## src/rtl/rr_arb_mux_pkg.sv

```systemverilog
// Shared helpers for the round-robin arbitrating mux.
package rr_arb_mux_pkg;

  // Index width for a channel count (at least one bit).
  function automatic int unsigned sel_width(input int unsigned n);
    return (n > 1) ? 32'($clog2(n)) : 32'd1;
  endfunction

endpackage

```

## src/rtl/rr_arbiter.sv

```systemverilog
// Round-robin arbiter: one-hot grant searching from a rotating priority pointer.
module rr_arbiter import rr_arb_mux_pkg::*; #(
  parameter int unsigned nreqs = 4,
  localparam int unsigned pw = sel_width(nreqs)
) (
  input  logic             clk,
  input  logic             rst,
  input  logic [nreqs-1:0] req,
  input  logic             en,
  output logic [nreqs-1:0] grant
);

  logic [pw-1:0] ptr;
  logic [pw-1:0] ptr_nxt;

  // First requester at or after ptr wins; the pointer moves past the winner.
  always_comb begin
    int unsigned idx;
    idx     = 0;
    grant   = '0;
    ptr_nxt = ptr;
    for (int unsigned k = 0; k < nreqs; k++) begin
      idx = 32'(ptr) + k;
      if (idx >= nreqs) idx = idx - nreqs;
      if (grant == '0 && req[pw'(idx)]) begin
        grant[pw'(idx)] = 1'b1;
        ptr_nxt         = (idx + 1 >= nreqs) ? '0 : pw'(idx + 1);
      end
    end
  end

  // Priority only rotates on an actual transfer.
  always_ff @(posedge clk) begin
    if (rst) begin
      ptr <= '0;
    end else if (en && (grant != '0)) begin
      ptr <= ptr_nxt;
    end
  end

endmodule

```

## src/rtl/rr_arb_mux.sv

```systemverilog
// N-input round-robin arbitrating mux with a one-entry registered output stage.
module rr_arb_mux import rr_arb_mux_pkg::*; #(
  parameter int unsigned nbits = 4,
  parameter int unsigned nreqs = 4,
  localparam int unsigned selw = sel_width(nreqs)
) (
  input  logic                   clk,
  input  logic                   rst,
  input  logic [nreqs-1:0]       in_val,
  output logic [nreqs-1:0]       in_rdy,
  input  logic [nreqs*nbits-1:0] in_msg,
  output logic                   out_val,
  input  logic                   out_rdy,
  output logic [nbits-1:0]       out_msg,
  output logic [selw-1:0]        out_sel
);

  logic [nreqs-1:0] grant;
  logic             accept_en;
  logic             xfer;
  logic [nbits-1:0] msg_c;
  logic [selw-1:0]  sel_c;

  assign accept_en = !out_val || out_rdy;
  assign in_rdy    = (accept_en && !rst) ? grant : '0;
  assign xfer      = |(in_val & in_rdy);

  rr_arbiter #(.nreqs(nreqs)) u_arb (
    .clk   (clk),
    .rst   (rst),
    .req   (in_val),
    .en    (accept_en && !rst),
    .grant (grant)
  );

  // AND-OR select of the granted slice and its index.
  always_comb begin
    msg_c = '0;
    sel_c = '0;
    for (int unsigned i = 0; i < nreqs; i++) begin
      msg_c = msg_c | (in_msg[i*nbits +: nbits] & {nbits{grant[i]}});
      sel_c = sel_c | (grant[i] ? selw'(i) : '0);
    end
  end

  // Output register: refill on transfer, otherwise empty on drain.
  always_ff @(posedge clk) begin
    if (rst) begin
      out_val <= 1'b0;
      out_msg <= '0;
      out_sel <= '0;
    end else if (xfer) begin
      out_val <= 1'b1;
      out_msg <= msg_c;
      out_sel <= sel_c;
    end else if (out_val && out_rdy) begin
      out_val <= 1'b0;
    end
  end

endmodule

```

## config.mk

```make
export PLATFORM = sky130hd
export DESIGN_NAME = rr_arb_mux
export DESIGN_NICKNAME = d
export VERILOG_FILES = /design/src/rtl/rr_arb_mux_pkg.sv /design/src/rtl/rr_arbiter.sv /design/src/rtl/rr_arb_mux.sv
export SDC_FILE = /design/constraint.sdc
export NUM_CORES = 1
export LEC_CHECK = 0
export BUFFER_PORTS_ARGS = -buffer_cell sky130_fd_sc_hd__buf_2
export CELL_PAD_IN_SITES_DETAIL_PLACEMENT = 0
export CELL_PAD_IN_SITES_GLOBAL_PLACEMENT = 1
export CORE_MARGIN = 5
export CORE_UTILIZATION = 41
export CTS_CLUSTER_DIAMETER = 30
export DETAILED_ROUTE_END_ITERATION = 12
export PLACE_DENSITY_LB_ADDON = 0.1
export SYNTH_ARGS = -nofsm -noshare
export SYNTH_HDL_FRONTEND = slang
export SYNTH_SLANG_ARGS = --single-unit
```

## constraint.sdc

```tcl
create_clock -name clk -period 10.9 [get_ports clk]
set_input_delay 2.18 -clock clk [delete_from_list [all_inputs] [get_ports clk]]
set_output_delay 2.18 -clock clk [all_outputs]
set_load 0.01 [all_outputs]
```

# == After elaboration in Yosys (flattened, before gate mapping) ==
# Index checks and enable logic that the tools add are counted.
# totals
regBits,9
latch_bits,0
ram_bits,0
romBits,0
in_bits,23
word_cells,103
memories,0
# op_classes
addsub,11
n_mul,0
n_div,0
n_lt_le_gt_ge,16
n_eq_ne,0
n_shift,0
n_mux,38
bitwise,13
reduce_logical,21
# ops
operator,count
>= comparator 32 x 3 -> 1 bit (second input constant),7
adder 32 x 1 -> 32 bit (second input constant),4
two-way mux 32 bit,4
subtractor 32 x 3 -> 32 bit (second input constant),3
OR 4 bit,6
bitwise AND 4 bit,5
two-way mux 2 bit,10
two-way mux 4 bit,5
zero test 4 bit,3
< comparator 2 x 3 -> 1 bit (second input constant),4
two-way mux 1 bit,11
logical AND 1 bit,10
binary-select mux 1 bit (select 2 bit),4
demux 1 bit (select 2 bit),4
>= comparator 2 x 1 -> 1 bit (second input constant),4
nonzero test 4 bit,2
adder 2 x 2 -> 3 bit (second input constant),2
OR reduction 4 bit,1
subtractor 2 x 3 -> 4 bit (second input constant),1
adder 2 x 1 -> 3 bit (second input constant),1
>= comparator 2 x 3 -> 1 bit (second input constant),1
zero test 1 bit,2
OR 1 x 2 -> 2 bit,1
OR 2 bit,1
3 further kinds,3

# == Depth between registers and ports, before layout ==
# logic_depth
ltp_word,20
depth_mapped,11
ltp_nobuf,10

# == Hierarchy ==
# A second synthesis with hierarchy kept.
# hier_totals
hier_cells,121
hier_area_um2,1116.1
# by_module_without_submodules
mod,instances,cells_per_inst,area_each_um2,seq_area_each_um2
rr_arbiter,1,79,715.7,40.0
rr_arb_mux,1,42,400.4,140.1

# == Least setup slack after synthesis ==
# OpenSTA, ideal clock, no wires.
# synth_timing
path_type,in2out
from,in in_val[3]
to,out in_rdy[1]
arrival_time_ns,4.074
required_ns,8.720
path_slack_ns,4.646
path_stages,7
n_path_buf,1
cell_sequence,mux4_2 buf_6 a21boi_4 a211oi_2 a221o_1 o41a_1 nor2_1
# synth_between
elab_chain_cells,13
elab_cells_between_ends,22
classes_between,13 x mux; 3 x bitwise; 6 x reduce/logical
# synth_lines
element,line,text
"start, declared",rr_arb_mux.sv:9,"input logic [nreqs-1:0] in_val,"
binary-select mux 1 bit (select 2 bit),rr_arbiter.sv:25,if (grant == '0 && req[pw'(idx)]) begin
two-way mux 1 bit (implied by the code),rr_arbiter.sv:25,
two-way mux 4 bit,rr_arbiter.sv:25,
zero test 4 bit,rr_arbiter.sv:25,
logical AND 1 bit,rr_arbiter.sv:25,
two-way mux 4 bit,rr_arbiter.sv:25,
zero test 4 bit,rr_arbiter.sv:25,
logical AND 1 bit,rr_arbiter.sv:25,
two-way mux 4 bit,rr_arbiter.sv:25,
zero test 4 bit,rr_arbiter.sv:25,
logical AND 1 bit,rr_arbiter.sv:25,
two-way mux 4 bit *,rr_arbiter.sv:25,
two-way mux 4 bit *,rr_arb_mux.sv:25,assign in_rdy = (accept_en && !rst) ? grant : '0;
"end, declared",rr_arb_mux.sv:10,"output logic [nreqs-1:0] in_rdy,"
# Mark *: on every way between the ends. The rest lies on a longest branch, timed or not. The select of a mux whose other input is x is not followed.

# == Worst setup path after layout ==
# Same ends and word-level chain as after synthesis.

==> flow_metrics.tcl <==
set metrics [dict create \
    ir_drop_mv 0.1665 \
    worst_slew_pin_slew_ns 0.6565 \
    relSlewSlack 0.5577 \
    fp.dieH_um 65.16 \
    synth_top_area_cell "dfxtp_1" \
    max_stage_delay_ns 0.60 \
    clkLatencyLatePin_ns 0.27 \
    synth_most_common_cell "inv_1" \
    chipWidth_um 65.16 \
    critPathMaxFanout 10 \
    htree_levels 1 \
    pin_count 34 \
    reg2reg_slack_ns 6.83 \
    area_delta_synth_final_pct 14.95 \
    synth-compound-area-share 0.4463 \
    drc 0 \
    start_kind "input pin" \
    reg2reg_depth 10 \
    ys_types 51 \
    arrival_ns 4.64 \
    crit-reg2reg-launch "u_arb.ptr[0]" \
    cts-root-buf "clkbuf_4" \
    grt_remaining_overflow 0 \
    wl_per_cell_um 17.82 \
    p_leak_uw 0.0006325 \
    drt_first_pass_iters 7 \
    synth_fp_nets 183 \
    cp_cell_sequence "buf_2 -> mux4_2 -> a21boi_0 -> o221ai_2 -> o31ai_2 -> o41a_1 -> nor2_1 -> buf_2" \
    vias_per_cell 6.346 \
    outcome "finished clean" \
    dieArea_mm2 0.004246 \
    hp-class "flop to flop" \
    critPathCaptureType "output port" \
    endpoint "in_rdy[1]" \
    power_density_mw_per_mm2 385.8 \
    final_antenna_net_count 0 \
    synth.yosys.seq_area_share 0.1444 \
    post-cts-setup-buffer-count 0 \
    wl_mm 3.814 \
    dp_hpwl_mm 2.949 \
    finalMaxSlewViolations 0 \
    layout-drive-gt1-share 0.2541 \
    cp_common_cell "buf_2" \
    rsz0062_at_grt "no" \
    avgSynthCellArea_um2 8.207 \
    synthTopCellsByArea "dfxtp_1 14%, ha_1 8.0%, inv_1 6.3%" \
    core_area_mm2 0.002978 \
    synthAdderAreaFrac 0.08024 \
    clock_path_buffers 2 \
    reg2reg_to "out_msg[2]" \
    ys_ff_latch 9 \
    finalCritPeriodShare 0.6261 \
    fin_worst_skew_ns 0.001137 \
    grt_pass1_vias 1335 \
    cts_tree "done" \
    cts_sinks 9 \
    io_buffers 33 \
    synth_top_family_by_area "compound AO/OA/AOI/OAI gates" \
    grt_max_degree 13 \
    critPathKind "input pin to output port" \
    start_util 0.4189 \
    crit_start "in_val[3]" \
    num_antenna_cells 0 \
    synthCells 152 \
    num_vias 1358 \
    synth_xor_area_frac 0 \
    cts_buffers 3 \
    num_rows 20 \
    n_fill_cell 306 \
    synth_edf_count 0 \
    grt_pass1_wl_mm 6.465 \
    gp_congestion 0.8068 \
    synth_simple_gate_area_frac 0.1344 \
    crit_required_ns 8.72 \
    finalHoldViolations 0 \
    min_period_ns 6.825 \
    cap_violations 0 \
    fin_setup_tns_ns 0 \
    synthArstFlopShare 0 \
    nets 213 \
    max_freq_mhz 146.5 \
    setup_violations 0 \
    antenna_found_initial 0 \
    ys_warn_count 0 \
    synthTopCellsByCount "21 x inv_1, 16 x nor2_1, 9 x dfxtp_1" \
    syn_area_mm2 0.001247 \
    track_usage 0.1905 \
    clkTransAtPathRegs_ns 0.06 \
    muxShareOfSynthArea 0.09428 \
    synthFlopType "dfxtp_1" \
    cts_hold_buffers 0 \
    cts_resized 0 \
    cpMaxStageDelayCell "mux4_2" \
    netlist.area_leader.share 0.1444 \
    utilization 0.4815 \
    drt_iter0_drc 176 \
]
worst max-delay path, delay by kind of cell:
family,cells,cell delay (ns)
buf+inv,2,0.28
simple gates,1,0.07
compound gates,4,1.52
mux,1,0.60
layout by cell type (no fill, tap or decap), drive strengths merged, types with 3 or more instances in the layout:
cell,instances
a221oi,6
a22o,5
nor3,3
nand2,4
nor2,16
a22oi,6
buf,33
o21ai,7
ha,8
clkbuf,4
a222oi,4
a41oi,4
a21oi,3
inv,21
nand2b,3
dfxtp,9
o221ai,6
mux4,4
a211oi,3
metrics by stage:
step	std cells	instance area (µm²)	hold slack, ns	setup WS, ns	total power [µW]
detailed placement	210	1408	0.4503	4.094	518.9
CTS	214	1434	0.4623	4.095	546.8
global placement	210	1408	0.4451	4.220	513.6
global route	214	1434	0.4989	3.886	609.0
floorplan	152	1247	0.4780	4.646	414.1
finish	214	1434	0.4614	4.075	553.3
flip-flops by register name, summed over array words and instances, names as in the netlist:
name and count:
out_msg 4, out_sel 2, u_arb.ptr 2, out_val 1
power by group:
group	leakage (µW)	switching [µW]	internal [µW]
combinational	0.000543	285	180
clock	0.0000150	12.3	14.2
sequential	0.0000741	15.0	46.9
worst min-delay path by stage:
stage,start,endpoint,slack (ns),cells past startpoint
after floorplan,out_sel[0],out_sel[0],0.48,2
after global routing,out_sel[0],out_sel[0],0.50,2
after global placement,out_sel[0],out_sel[0],0.45,2
after CTS,out_sel[0],out_sel[0],0.46,2
after detailed placement,out_sel[0],out_sel[0],0.45,2
final,out_sel[0],out_sel[0],0.46,2
final cells by class:
type                    instances  area [µm²]  area share
inverters                      21       78.83     0.05497
repair buffers                 33       165.2      0.1152
flip-flops and latches          9       180.2      0.1257
clock buffers                   4       26.28     0.01832
well taps                      33       41.29     0.02880
multi-input cells             114       942.2      0.6571
kinds of logic (layout without fill, tap and decap cells):
family,after synthesis,count (layout)
DFF,9,9
adders and majority gates,8,8
muxes,6,6
and+or+nand+nor,35,35
AOI/OAI and AO/OA,65,65
buffers and inverters,29,58
metal layers:
layer | part of all wire | routed length, µm | vias to the layer above | track usage
met5 | 0 | 0 | - | 0
li1 | - | - | 671 | -
met2 | 0.46 | 1763 | 46 | 0.2895
met1 | 0.47 | 1788 | 637 | 0.2785
met3 | 0.060 | 228 | 4 | 0.02222
met4 | 0.0089 | 34 | 0 | 0.06218
Note: power is estimated with default switching activity, not from simulation.
